$ cat config.mk
export PLATFORM = sky130hd
export DESIGN_NAME = e203_exu_wfi_ctrl
export DESIGN_NICKNAME = d
export VERILOG_FILES = /design/src/rtl/e203_exu_wfi_ctrl_pkg.sv /design/src/rtl/e203_exu_wfi_satcnt.sv /design/src/rtl/e203_exu_wfi_ctrl.sv
export SDC_FILE = /design/constraint.sdc
export NUM_CORES = 1
export LEC_CHECK = 0
export ABC_AREA = 1
export BUFFER_PORTS_ARGS = -buffer_cell sky130_fd_sc_hd__buf_4
export CAP_MARGIN = 20
export CORE_ASPECT_RATIO = 0.6
export CORE_MARGIN = 3
export CORE_UTILIZATION = 40
export DETAILED_ROUTE_END_ITERATION = 8
export HOLD_SLACK_MARGIN = 0.03
export PLACE_DENSITY = 0.69
export REMOVE_ABC_BUFFERS = 1
export SETUP_SLACK_MARGIN = 0.2
export SLEW_MARGIN = 20
export SYNTH_ARGS = -nofsm -noshare
export SYNTH_HDL_FRONTEND = slang
export SYNTH_SLANG_ARGS = --single-unit
$ cat constraint.sdc
create_clock -name clk -period 1.67 [get_ports clk]
set_clock_uncertainty 0.2 [all_clocks]
set_input_delay 0.2505 -clock clk [delete_from_list [all_inputs] [get_ports clk]]
set_output_delay 0.2505 -clock clk [all_outputs]
set_load 0.05 [all_outputs]
$ cat src/rtl/e203_exu_wfi_ctrl_pkg.sv
// Shared types and constants for the E203 WFI sleep controller.
// Holds the controller state encoding and the wake-source reduction.
package e203_exu_wfi_ctrl_pkg;

    localparam int unsigned E203_LIRQ_NUM = 1;
    localparam int unsigned E203_WFI_ST_W = 3;

    typedef enum logic [E203_WFI_ST_W-1:0] {
        E203_WFI_ST_IDLE  = 3'd0,
        E203_WFI_ST_DRAIN = 3'd1,
        E203_WFI_ST_HALT  = 3'd2,
        E203_WFI_ST_SLEEP = 3'd3,
        E203_WFI_ST_WAKE  = 3'd4
    } wfi_state_e;

    // Wake ignores the global MIE bit on purpose: WFI must resume on any locally enabled pending interrupt.
    function automatic logic wfi_wake(
        input logic ext_irq,
        input logic meie,
        input logic sft_irq,
        input logic msie,
        input logic tmr_irq,
        input logic mtie,
        input logic lcl_any,
        input logic dbg_irq,
        input logic dbg_halt
    );
        return (ext_irq & meie) | (sft_irq & msie) | (tmr_irq & mtie)
             | lcl_any | dbg_irq | dbg_halt;
    endfunction

endpackage

$ cat src/rtl/e203_exu_wfi_satcnt.sv
// Saturating up-counter with synchronous clear.
// Clear has priority over increment.
module e203_exu_wfi_satcnt #(
    parameter int unsigned CNT_W = 32
) (
    input  logic             clk,
    input  logic             rst,
    input  logic             inc,
    input  logic             clr,
    output logic [CNT_W-1:0] cnt
);

    logic at_max;

    assign at_max = (cnt == {CNT_W{1'b1}});

    always_ff @(posedge clk or posedge rst) begin
        if (rst) begin
            cnt <= '0;
        end else if (clr) begin
            cnt <= '0;
        end else if (inc && !at_max) begin
            cnt <= cnt + CNT_W'(1);
        end
    end

endmodule

$ cat src/rtl/e203_exu_wfi_ctrl.sv
// WFI sleep sequencer: drain long-pipe ops, halt IFU/EXU via req/ack,
// sleep until a wake event, then release the halts after a restart delay.
module e203_exu_wfi_ctrl
    import e203_exu_wfi_ctrl_pkg::*;
#(
    parameter int unsigned WAKE_DLY = 2,
    parameter int unsigned CNT_W    = 32
) (
    input  logic                     clk,
    input  logic                     rst,
    input  logic                     wfi_req_valid,
    output logic                     wfi_req_ready,
    input  logic                     dbg_mode,
    input  logic                     oitf_empty,
    input  logic                     amo_wait,
    output logic                     wfi_halt_ifu_req,
    input  logic                     wfi_halt_ifu_ack,
    output logic                     wfi_halt_exu_req,
    input  logic                     wfi_halt_exu_ack,
    input  logic                     ext_irq_r,
    input  logic                     sft_irq_r,
    input  logic                     tmr_irq_r,
    input  logic                     meie_r,
    input  logic                     msie_r,
    input  logic                     mtie_r,
    input  logic [E203_LIRQ_NUM-1:0] lcl_irq_r,
    input  logic                     dbg_irq_r,
    input  logic                     dbg_halt_r,
    output logic                     core_wfi,
    output logic                     wake_pulse,
    output logic [CNT_W-1:0]         sleep_cnt,
    input  logic                     sleep_cnt_clr
);

    localparam int unsigned DLY_W = $clog2(WAKE_DLY + 1);

    wfi_state_e       state;
    wfi_state_e       nxt_state;
    logic             wake;
    logic             req_fire;
    logic             ifu_ack_q;
    logic             exu_ack_q;
    logic             ifu_done;
    logic             exu_done;
    logic [DLY_W-1:0] dly_cnt;
    logic             dly_last;
    logic             sleep_inc;

    assign wake = wfi_wake(ext_irq_r, meie_r, sft_irq_r, msie_r, tmr_irq_r, mtie_r,
                           |lcl_irq_r, dbg_irq_r, dbg_halt_r);

    assign req_fire = wfi_req_valid & wfi_req_ready;

    // Current-cycle ack counts too, so an ack never costs an extra cycle.
    assign ifu_done = ifu_ack_q | wfi_halt_ifu_ack;
    assign exu_done = exu_ack_q | wfi_halt_exu_ack;
    assign dly_last = (dly_cnt == DLY_W'(1));

    // State register.
    always_ff @(posedge clk or posedge rst) begin
        if (rst) begin
            state <= E203_WFI_ST_IDLE;
        end else begin
            state <= nxt_state;
        end
    end

    // Next-state logic; wake always wins over drain/ack progress.
    always_comb begin
        nxt_state = state;
        case (state)
            E203_WFI_ST_IDLE: begin
                if (req_fire && !dbg_mode && !wake) begin
                    nxt_state = E203_WFI_ST_DRAIN;
                end
            end
            E203_WFI_ST_DRAIN: begin
                if (wake) begin
                    nxt_state = E203_WFI_ST_IDLE;
                end else if (oitf_empty && !amo_wait) begin
                    nxt_state = E203_WFI_ST_HALT;
                end
            end
            E203_WFI_ST_HALT: begin
                if (wake) begin
                    nxt_state = E203_WFI_ST_WAKE;
                end else if (ifu_done && exu_done) begin
                    nxt_state = E203_WFI_ST_SLEEP;
                end
            end
            E203_WFI_ST_SLEEP: begin
                if (wake) begin
                    nxt_state = E203_WFI_ST_WAKE;
                end
            end
            E203_WFI_ST_WAKE: begin
                if (dly_last) begin
                    nxt_state = E203_WFI_ST_IDLE;
                end
            end
            default: nxt_state = E203_WFI_ST_IDLE;
        endcase
    end

    // Outputs decode the state register only, so they cannot glitch.
    always_comb begin
        wfi_req_ready    = 1'b0;
        wfi_halt_ifu_req = 1'b0;
        wfi_halt_exu_req = 1'b0;
        core_wfi         = 1'b0;
        sleep_inc        = 1'b0;
        case (state)
            E203_WFI_ST_IDLE: begin
                wfi_req_ready = 1'b1;
            end
            E203_WFI_ST_HALT,
            E203_WFI_ST_WAKE: begin
                wfi_halt_ifu_req = 1'b1;
                wfi_halt_exu_req = 1'b1;
            end
            E203_WFI_ST_SLEEP: begin
                wfi_halt_ifu_req = 1'b1;
                wfi_halt_exu_req = 1'b1;
                core_wfi         = 1'b1;
                sleep_inc        = 1'b1;
            end
            default: begin
                wfi_req_ready = 1'b0;
            end
        endcase
    end

    // Sticky acks: set while the matching halt is requested, cleared in IDLE.
    always_ff @(posedge clk or posedge rst) begin
        if (rst) begin
            ifu_ack_q <= 1'b0;
            exu_ack_q <= 1'b0;
        end else if (state == E203_WFI_ST_IDLE) begin
            ifu_ack_q <= 1'b0;
            exu_ack_q <= 1'b0;
        end else begin
            if (wfi_halt_ifu_req && wfi_halt_ifu_ack) begin
                ifu_ack_q <= 1'b1;
            end
            if (wfi_halt_exu_req && wfi_halt_exu_ack) begin
                exu_ack_q <= 1'b1;
            end
        end
    end

    // Restart delay: loaded on WAKE entry, counts down to 1 before release.
    always_ff @(posedge clk or posedge rst) begin
        if (rst) begin
            dly_cnt <= '0;
        end else if ((state != E203_WFI_ST_WAKE) && (nxt_state == E203_WFI_ST_WAKE)) begin
            dly_cnt <= DLY_W'(WAKE_DLY);
        end else if ((state == E203_WFI_ST_WAKE) && (dly_cnt != '0)) begin
            dly_cnt <= dly_cnt - DLY_W'(1);
        end
    end

    // Strobe coincides with the first IDLE cycle after WAKE.
    always_ff @(posedge clk or posedge rst) begin
        if (rst) begin
            wake_pulse <= 1'b0;
        end else begin
            wake_pulse <= (state == E203_WFI_ST_WAKE) && (nxt_state == E203_WFI_ST_IDLE);
        end
    end

    e203_exu_wfi_satcnt #(
        .CNT_W (CNT_W)
    ) u_sleep_cnt (
        .clk (clk),
        .rst (rst),
        .inc (sleep_inc),
        .clr (sleep_cnt_clr),
        .cnt (sleep_cnt)
    );

endmodule

# After elaboration in Yosys (flattened, before gate mapping)
# Index checks and enable logic that the tools add are counted.
# classes
addsub,2
n_eq_ne,8
n_mux,19
n_bitwise,11
reduce_logical,22
# ops
op,count
2-to-1 mux 32 bit,2
"adder 32 x 1 -> 32 bit, second input constant",1
"== test 32 bit, second input constant",1
2-to-1 mux 3 bit,7
one-hot mux 3 bit (5 select lines),1
logical AND 1 bit,10
nonzero test 2 bit,5
2-to-1 mux 1 bit,7
OR 1 bit,7
"== test 3 x 2 -> 1 bit, second input constant",2
"== test 3 bit, second input constant",2
logical NOT 3 bit,2
AND 1 bit,4
logical NOT 1 bit,4
2-to-1 mux 2 bit,2
"== test 3 x 1 -> 1 bit, second input constant",1
"inequality test 3 bit, second input constant",1
OR reduction 3 bit,1
"== test 2 x 1 -> 1 bit, second input constant",1
"subtractor 2 x 1 -> 2 bit, second input constant",1
# word_totals
ff_bits,40
input_bits,18
elab_cells,68

# Longest topological paths before layout
# Gate-level depths: netlist (run 1).
# logic_depth
ltp_word,13
mapped_depth,12

# Hierarchy
# Synthesis (run 1) repeated with hierarchy kept, for this count alone.
# unflattened
cells_unflattened,433
area_unflattened_um2,2798.9
# modules_own_cells
module,n_inst,cells_per_inst,area_per_inst_um2,seq_area_each_um2
e203_exu_wfi_satcnt,1,356,2270.9,800.8
e203_exu_wfi_ctrl,1,77,528.0,200.2

# Least setup slack after synthesis (run 1)
# OpenSTA, ideal clock, no wires.
# synth_path
path_kind,reg-to-reg
from,register u_sleep_cnt.cnt[0]
to,register u_sleep_cnt.cnt[28]
setup_time_ps,66
t_arrival_ps,1967
required_ps,1404
slack_ps,-564
path_stages_with_launch,13
n_path_buf,1
path_cell_list,dfrtp_1 ha_1 inv_2 nor2_4 nand2_4 nor2_4 nand2_1 nand2_2 nand2_4 clkinv_2 buf_6 nand2_1 nand2_1
# synth_via
elab_chain_len,4
# synth_rtl
element,line,source
"start, declared",e203_exu_wfi_satcnt.sv:10,output logic [CNT_W-1:0] cnt
"start signal, assigned",e203_exu_wfi_satcnt.sv:23,cnt <= cnt + CNT_W'(1);
branches (longest 4 deep; another with adder 32 x 1 -> 32 bit),--,
# Parallel ways; which one is timed is not known. The select of a mux whose other input is x is not followed.
# A chain may end at the register's enable or synchronous reset.

# Worst setup path after layout (run 1)
# layout_path
from,register u_sleep_cnt.cnt[0]
to,register u_sleep_cnt.cnt[23]
# The elaborated chain is that of the path after synthesis.

==> results of run 1 <==
## layer usage
metal | wire length, um | GRT usage, % | up-vias
met4 | 92 | 4.00 | 0
met2 | 4180 | 34.5 | 119
li1 | - | - | 1593
met1 | 4530 | 36.2 | 1506
met3 | 681 | 4.97 | 9
met5 | 0 | 0 | -
## power by group through the flow
stage          logic [mW]  registers, mW  clock network, mW
6_report            0.164          0.978               1.01
5_1_grt             0.179          0.977               1.05
4_1_cts             0.155          0.978               1.01
3_5_place_dp        0.133          0.994                  0
3_3_place_gp        0.129          0.994                  0
2_1_floorplan      0.0546          0.993                  0
## worst reg2reg max path, delay by kind of cell (launching register included)
| family | cells | cell delay, ns |
|---|---|---|
| AND/OR/NAND/NOR | 8 | 0.66 |
| adder cells (fa/ha/maj) | 1 | 0.20 |
| flip-flops | 1 | 0.38 |
| buffers and inverters | 3 | 0.28 |
## state kept, by name, indices dropped and copies added, names as in the netlist
| register | count |
|---|---|
| u_sleep_cnt.cnt | 32 |
| exu_ack_q | 1 |
| dly_cnt | 2 |
| wake_pulse | 1 |
| state | 3 |
| ifu_ack_q | 1 |
## metrics by stage
step | util (%) | cells
after floorplan | - | 408
after global placement | 59.2 | 621
after detailed placement | 59.2 | 621
after CTS | 68.1 | 642
after global routing | 71.4 | 646
final | 71.4 | 646
## cell usage after synthesis, types with 3 or more instances
cell,n
sky130_fd_sc_hd__dfrtp_1,40
sky130_fd_sc_hd__nand2_1,168
sky130_fd_sc_hd__nand4_1,21
sky130_fd_sc_hd__nand3_1,27
sky130_fd_sc_hd__inv_1,38
sky130_fd_sc_hd__ha_1,3
sky130_fd_sc_hd__nor2_1,70
sky130_fd_sc_hd__xor2_1,9
sky130_fd_sc_hd__buf_6,3
sky130_fd_sc_hd__or2_2,7
sky130_fd_sc_hd__o21ai_0,5
## how the worst max path moves through the flow
| stage | startpoint | end | slack [ns] | depth (start not counted) |
|---|---|---|---|---|
| finish | u_sleep_cnt.cnt[0] | u_sleep_cnt.cnt[23] | -0.12 | 12 |
| global placement | state[0] | dly_cnt[0] | -0.07 | 6 |
| detailed placement | u_sleep_cnt.cnt[0] | u_sleep_cnt.cnt[0] | -0.17 | 10 |
| CTS | state[1] | wfi_req_ready | -0.11 | 4 |
| floorplan | u_sleep_cnt.cnt[0] | u_sleep_cnt.cnt[10] | -0.63 | 8 |
| global route | u_sleep_cnt.cnt[0] | u_sleep_cnt.cnt[23] | -0.20 | 12 |
## what timing repair did
action | CTS | global route
pin swaps | 25 | 4
setup buffers | 12 | 4
hold buffers | 1 | 0
cloned | 1 | 0
resized for setup | 90 | 54
endpoints found under the setup margin | 52 | 66
hold endpoints to repair | 40 | 0
## cells by family (layout without fill, tap and decap cells)
| kind of cell | Yosys count | after routing | share of synthesized area [%] |
|---|---|---|---|
| AND/OR/NAND/NOR | 303 | 303 | 47.7 |
| buffers and inverters | 49 | 195 | 7.93 |
| flip-flops | 40 | 40 | 37.1 |
| adder cells (fa/ha/maj) | 3 | 3 | 1.39 |
| XOR/XNOR | 11 | 11 | 3.57 |
| AO/OA/AOI/OAI | 10 | 10 | 2.32 |
## cell type report
cell class	count	share of cell area, %
Clock buffer	7	3.37
Inverter	41	3.73
Multi-Input combinational cell	327	37.7
Sequential cell	40	22.2
Tap cell	84	2.32
Timing Repair Buffer	147	30.7
## cells in the final DEF, fill, tap and decap left out, types with 3 or more instances in the layout
cell	n
sky130_fd_sc_hd__nor2_1	55
sky130_fd_sc_hd__or2_4	3
sky130_fd_sc_hd__o21ai_2	3
sky130_fd_sc_hd__nand2_2	24
sky130_fd_sc_hd__buf_8	7
sky130_fd_sc_hd__nor2_2	10
sky130_fd_sc_hd__clkbuf_16	5
sky130_fd_sc_hd__xor2_1	8
sky130_fd_sc_hd__nand2_1	140
sky130_fd_sc_hd__nand4_1	21
sky130_fd_sc_hd__inv_2	9
sky130_fd_sc_hd__nor2_4	9
sky130_fd_sc_hd__dfrtp_1	39
sky130_fd_sc_hd__buf_12	3
sky130_fd_sc_hd__nand3_1	25
sky130_fd_sc_hd__buf_4	89
sky130_fd_sc_hd__nand2_4	8
sky130_fd_sc_hd__inv_1	30
sky130_fd_sc_hd__or2_2	4
sky130_fd_sc_hd__buf_6	46
==> results, run 1 <==
- The final reports fail on negative setup slack.
- The later pin in the worst-skew pair is clocked with a latency of 0.29 ns.
- In this run the critical register-to-register path is launched from u_sleep_cnt.cnt[0].
- In the synthesized netlist the async set-or-reset flop fraction comes to 100%.
- The detailed router finished its first iteration with 304 violations.
- The worst hold path was traced through 4 stages.
- Summing all placed instances gives a cell area of 3750 um2.
- The dominant register cell in the synthesized netlist is sky130_fd_sc_hd__dfrtp_1.
- After detailed routing, the average wire length per cell comes to 14.7 um.
- Broken down by cell family, the worst path's largest delay share belongs to simple AND/OR/NAND/NOR gates.
- Measured in cells, the most critical reg-to-reg path has a length of 12.
- The total area of multi-input combinational cells is 1710 um2.
- The weighted congestion reported at the end of routability-driven placement is 0.920.
- The sort of element at the end of the critical path is a flip-flop.
- STA classifies the critical path startpoint as a flip-flop.
- The routed via count is 3227.
- The via count of the first global-routing pass is 3078.
- The number of fill cells is 514.
- After detailed routing, the total wire length is 9490 um.
- The buffer levels on the longest clock path is 2.
- The number of clock sinks is 40.
- Detailed placement finished with a half-perimeter wire length of 6780 um.
- The signed area change from the synthesized netlist to the final layout is 67.7%.
- The number of search-and-repair iterations in the first detailed-routing pass is 5.
- The end point of the worst hold path is u_sleep_cnt.cnt[3].
- The tightest min-delay check is of the input pin to flip-flop type.
- The cell with the most instances on the worst path is sky130_fd_sc_hd__nand2_2.
- A synthesized cell averages 6.48 um2.
- The slew at the pin closest to its max-slew limit is 0.539 ns.
- The number of buffers and inverters on the critical path is 3.
- Of the cells placed in the final design, the portion with a size suffix greater than 1 is 41.5%.
- By area the synthesized netlist is led by sky130_fd_sc_hd__dfrtp_1 (37%), sky130_fd_sc_hd__nand2_1 (23%), sky130_fd_sc_hd__nor2_1 (9.7%), sky130_fd_sc_hd__inv_1 (5.3%), sky130_fd_sc_hd__nand3_1 (5.0%).
- The number of enable-type register cells in the synthesized netlist is 0.
- The top cell type by area accounts for 37.1% of the synthesized area.
- The clock input transition at the sequential cells of the worst setup and hold paths is 0.06 ns.
- The starting density of the core is 42.6%.
- The number of core rows is 22.
- The Yosys step of the flow raised 0 warnings.
- The tree is rooted in a sky130_fd_sc_hd__clkbuf_16.
- The floorplan die height is 69.6 um.
- Of the total power, the share spent switching nets is 22.2%.
- Across the VDD grid, the largest voltage drop is 0.363 mV.
- Before CTS, the worst setup slack after placement is -0.169 ns.
- The global-route wire length before repair is 14900 um.
- The final critical path time including I/O delays and setup is 1.79 ns.
- The DRC violations left is 0.
- After routing, the total negative slack on setup checks comes to -3.22 ns.
- Data on the critical path arrives at its endpoint at 1.81 ns.
- The cell accounting for the most synthesized area is sky130_fd_sc_hd__dfrtp_1.
- For this run, the register share of the synthesized area comes to 37.1%.
- The biggest fanout along the worst timing path is 8.
- The combinational fraction of design power is 7.6%.
- The headroom to the max-slew limit is 64.1%.
- The cell-internal power is 1.67 mW.
- The post-route fraction of the period consumed by the critical path is 107%.
- The number of buffers created by CTS is 5.
- Global routing used 23.6% of the available tracks.
- TritonCTS built the clock tree.
- The worst register-to-register path has a setup slack of -0.12 ns.
- The number of antenna violations at the first check in global routing came to 0.
- The number of slew-limit violations in the final report is 0.
- The number of distinct library cells after synthesis is 28.
- By startpoint and endpoint, the worst setup path is classified as flip-flop to flip-flop.
- After routing the design area is 4520 um2.
- Traced cell by cell, the critical path runs through ha_2 -> inv_2 -> nor2_4 -> nand2_4 -> nor2_4 -> nand2_2 -> nand2_2 -> nand2_4 -> clkinv_8 -> buf_12 -> nand2_2 -> nand2_2.
- The design draws 2.15 mW.
- The region available for standard cell placement spans 6330 um2.
- The flow ran to the end, but the final reports show violations.
- The maximum level of the CTS H-tree is 2.
- The worst stage delay on the critical path is 0.38 ns.
- In this run the critical register-to-register path is captured at u_sleep_cnt.cnt[23].
- Across all hold checks on the routed design, the worst slack comes to 0.0757 ns.
- The clock network is responsible for 46.9% of the overall power.
- The number of top-level pins is 55.
- 0 antenna diodes ended up in the layout.
- Across the run, the number of max-cap violations was 0.
- The pin count of the biggest net entering global routing is 41.
- The count of nets left with antenna violations once routing finished came out at 0.
- Derived from the worst setup path, the maximum achievable clock frequency is 558 MHz.
- The power per cell area is 476 nW/um2.
- The sequential share of power is 45.4%.
- Summing every instance area after synthesis gives 2700 um2.
- The count of final setup violators is 36.
- The detailed-route vias per instance is 5.00.
- The final-stage net count is 583.
- The startpoint identified for the worst hold timing path is sleep_cnt_clr.
- In this run the power spent charging and discharging nets is 0.477 mW.
- Setup repair after global routing could not meet its margin everywhere.
- During placement, the flow inserted port buffers numbering 54.
- The synthesized netlist cell count is 416.
- Synthesis inferred 40 register bits.
- The reported leakage power is 2.28 nW.
- The largest individual stage delay along the critical path comes from the cell sky130_fd_sc_hd__dfrtp_1.
- The die boundary width is 112 um.
- In the post-route analysis, the smallest setup slack over all paths is -0.123 ns.
- The area taken by flip-flops and latches is 1000 um2.
- The leftover overflow at the end of global routing is 0.
- The floorplan die area is 7800 um2.
- The number of endpoints with negative hold slack in the final report is 0.
- The required time of the critical path is 1.69 ns.
No activity file was read; power rests on OpenSTA's default activity.
==> run 2, diff against run 1 <==
--- a/config.mk
+++ b/config.mk
@@ -11,6 +11,7 @@
 export CORE_ASPECT_RATIO = 0.6
 export CORE_MARGIN = 3
 export CORE_UTILIZATION = 40
+export CTS_BUF_LIST = sky130_fd_sc_hd__clkbuf_8 sky130_fd_sc_hd__clkbuf_16
 export DETAILED_ROUTE_END_ITERATION = 8
 export HOLD_SLACK_MARGIN = 0.03
 export PLACE_DENSITY = 0.69
==> constraint.sdc (replaced) <==
create_clock -name clk -period 1.67 [get_ports clk]
set_clock_uncertainty 0.2 [all_clocks]
set_input_delay 0 -clock clk [delete_from_list [all_inputs] [get_ports clk]]
set_output_delay 0 -clock clk [all_outputs]
set_load 0.05 [all_outputs]
==> run 2 against run 1 <==
Worst hold slack worse by 0.25 ns; the flow finishes with violations (negative hold slack, negative setup slack); setup slack worse by 0.11 ns; global-route usage is 2.6 points higher; largest cell class unchanged; clock power hardly changed; sequential share of layout area is 0.27 points lower; fmax is 5.7% lower; combinational power is 41% higher; die area stayed put; critical path depth stayed put.
==> results, run 2 (synthesis gave the netlist of run 1 again) <==
- In the routed layout, each cell is associated on average with a via count of 5.26.
- In this run the tightest slew margin relative to its limit is 63.3%.
- At the end of the flow, the number of nets in the layout was 599.
- For this run, the detailed router's first-pass iteration total came to 5.
- The register with the most flip-flops in the layout has 32 of them.
- The signed area change from the synthesized netlist to the final layout is 69.5%.
- The number of fill cells is 475.
- Data arrives at the worst endpoint at 1.93 ns.
- For this block, the routed nets add up to 10800 um of wire.
- Walking the worst path, the cells encountered are nand2_1 -> nor2_2 -> nand2_2 -> nor2_4 -> nand2_1 -> nand2_2 -> nand2_4 -> clkinv_8 -> buf_12 -> buf_16 -> nand2_1 -> nand2_1.
- The number of antenna violations at the first check in global routing was 0.
- The worst hold path passes through 4 cells.
- The number of violations reported at the end of detailed-routing iteration 0 is 258.
- The core area is 6330 um2.
- In the post-route analysis, the smallest setup slack over all paths is -0.231 ns.
- Setup repair after global routing could not meet its margin everywhere.
- The worst hold path belongs to the class input pin to flip-flop.
- The number of nets with antenna violations after routing is 0.
- The library cell used most frequently in the layout, excluding fill and tap cells, is sky130_fd_sc_hd__nand2_1.
- The H-tree generated during clock tree synthesis spans 2 levels.
- Dividing the final minimum period by the clock period gives 114%.
- Once layout is done, the placed cells without fillers occupy 4570 um2.
- In the final layout, the registers with the most flip-flops are u_sleep_cnt.cnt: 32 flops, state: 3 flops, dly_cnt: 2 flops.
- For this design the ratio of total power to cell area is 481 nW/um2.
- IR analysis of the VDD net gives a maximum drop of 0.361 mV.
- The number of cells on the critical path is 12.
- STA classifies the critical path startpoint as a flip-flop.
- The number of buffers created by CTS is 5.
- The final route contains 3486 vias.
- The count of final setup violators is 32.
- The cell type of the slowest stage on the worst timing path is sky130_fd_sc_hd__dfrtp_1.
- The weighted congestion reported at the end of routability-driven placement is 0.987.
- The cell family with the largest share of critical-path delay is simple AND/OR/NAND/NOR gates.
- For the worst flop-to-flop path, the logic depth is 12.
- The reported max-cap violation count is 0.
- The worst stage delay on the critical path is 0.41 ns.
- The floorplan die area is 7800 um2.
- The floorplan step set the die width to 112 um.
- No sink is reached through more buffers than the 2 on the longest clock path.
- Along the worst path, the maximum fanout reaches 9.
- The DRC violations left is 0.
- The total buffers and inverters traversed by the critical path is 3.
- The final critical path time including I/O delays and setup is 1.90 ns.
- The reported leakage power is 2.33 nW.
- The clock latency reported for the late side of the worst-skew pair is 0.29 ns.
- The clock tree from TritonCTS is built.
- The flow ran to the end, but the final reports show violations.
- The repair_antennas step left the layout with diodes totalling 0.
- The number of core rows is 22.
- The number of endpoints with negative hold slack in the final report came to 5.
- The worst hold slack is -0.175 ns.
- The number of clock sinks is 40.
- The total routing resource utilization after global routing is 26.3%.
- The number of non-filler instances in the completed layout is 663.
- The largest register by flop count is u_sleep_cnt.cnt.
- The number of top-level pins is 55.
- The first global-routing pass estimated 16400 um of wire.
- The number of slew-limit violations in the final report came to 0.
- The slew at the pin closest to its max-slew limit is 0.551 ns.
- The maximum operating frequency is 526 MHz.
- The post-detailed-route wirelength per cell is 16.3 um.
- The number of placed instances, taps included, is 622.
- The final-layout setup total negative slack is -6.67 ns.
- The cell area reported after detailed placement is 3740 um2.
- The leftover overflow at the end of global routing is 0.
- The clock input transition at the sequential cells of the worst setup and hold paths is 0.06 ns.
- STA classifies the critical path endpoint as a flip-flop.
- The worst setup path is of the flip-flop to flip-flop kind.
- The pin count of the biggest net entering global routing is 41.
- Once detailed placement completed, the half-perimeter wirelength came to 6740 um.
- The library cells used most frequently in the layout, excluding fill and tap cells, are sky130_fd_sc_hd__nand2_1 (138), sky130_fd_sc_hd__buf_4 (123), sky130_fd_sc_hd__nor2_1 (54).
- The checks that failed: negative hold slack, negative setup slack.
- In this run the tool buffered the top-level ports with 54 buffer cells.
- The cell that appears most often on the critical path is sky130_fd_sc_hd__nand2_1.
- The starting density of the core is 42.6%.
- The required time of the critical path is 1.69 ns.
- The via count of the first global-routing pass came to 3317.
- In this run the clock root is driven by a sky130_fd_sc_hd__clkbuf_16.
- The share of final-layout standard cells stronger than drive strength 1 is 39.2%.
- Prior to clock tree synthesis, the placed netlist has a worst setup slack of -0.0983 ns.
- In this run the vertical extent of the chip is 69.6 um.
[run 2: changes by cell type in the layout (fill, tap and decap cells not counted), sizes merged]
cell,before,now
buf,146,144
dlygate4sd3,1,18
inv,40,42
[run 2: through the flow]
stage / hold WS, ns / util [%] / total power [mW]
2_1_floorplan: -0.0419 / - / 1.05
3_3_place_gp: -0.0307 / 59.2 / 1.12
3_5_place_dp: -0.0199 / 59.2 / 1.12
4_1_cts: -0.171 / 70.0 / 2.17
5_1_grt: -0.161 / 72.2 / 2.26
6_report: -0.175 / 72.2 / 2.20
[run 2: area by class of cell]
class	instances	area, um2	share of cell area, %
multi-input combinational	327	1710	37.3
timing repair buffer	163	1440	31.5
sequential	40	1000	21.9
inverter	41	171	3.75
clock buffer	6	139	3.04
tap	84	105	2.30
clock inverter	2	7.51	0.164
[run 2: worst paths after layout]
path	startpoint	to	slack [ns]
hold reg to reg	exu_ack_q	exu_ack_q	0.30
setup reg to reg	u_sleep_cnt.cnt[10]	u_sleep_cnt.cnt[20]	-0.23
setup / recovery	u_sleep_cnt.cnt[10]	u_sleep_cnt.cnt[20]	-0.23
hold / removal	sleep_cnt_clr	u_sleep_cnt.cnt[7]	-0.18
min in group asynchronous	rst	exu_ack_q	0.22
max in group asynchronous	rst	u_sleep_cnt.cnt[18]	0.66
[run 2: worst reg2reg max path, cell delays in order, from the launching register on]
cell and delay (ns):
sky130_fd_sc_hd__dfrtp_1 0.41, sky130_fd_sc_hd__nand2_1 0.14, sky130_fd_sc_hd__nor2_2 0.16, sky130_fd_sc_hd__nand2_2 0.10, sky130_fd_sc_hd__nor2_4 0.13, sky130_fd_sc_hd__nand2_1 0.09
sky130_fd_sc_hd__nand2_2 0.10, sky130_fd_sc_hd__nand2_4 0.09, sky130_fd_sc_hd__clkinv_8 0.07, sky130_fd_sc_hd__buf_12 0.12, sky130_fd_sc_hd__buf_16 0.12, sky130_fd_sc_hd__nand2_1 0.06
sky130_fd_sc_hd__nand2_1 0.06
[run 2: repair_timing]
| action | CTS | global route |
|---|---|---|
| pin swaps | 17 | 5 |
| hold endpoints to repair | 62 | 12 |
| gates resized for setup | 74 | 31 |
| buffers inserted | 10 | 1 |
| hold buffers | 16 | 2 |
| gates cloned | 3 | 1 |
| setup endpoints to repair | 41 | 42 |
[run 2: report_power, final]
| part | internal [mW] | switching (mW) | total, mW |
|---|---|---|---|
| clock network | 0.585 | 0.404 | 0.989 |
| logic | 0.119 | 0.113 | 0.232 |
| registers | 0.973 | 0.00425 | 0.977 |
[run 2: metal layers]
metal	routed length, um	track usage [%]	vias up
met3	1040	6.89	24
met5	0	0	-
met2	5000	41.9	164
li1	-	-	1628
met4	196	5.87	0
met1	4570	36.0	1670
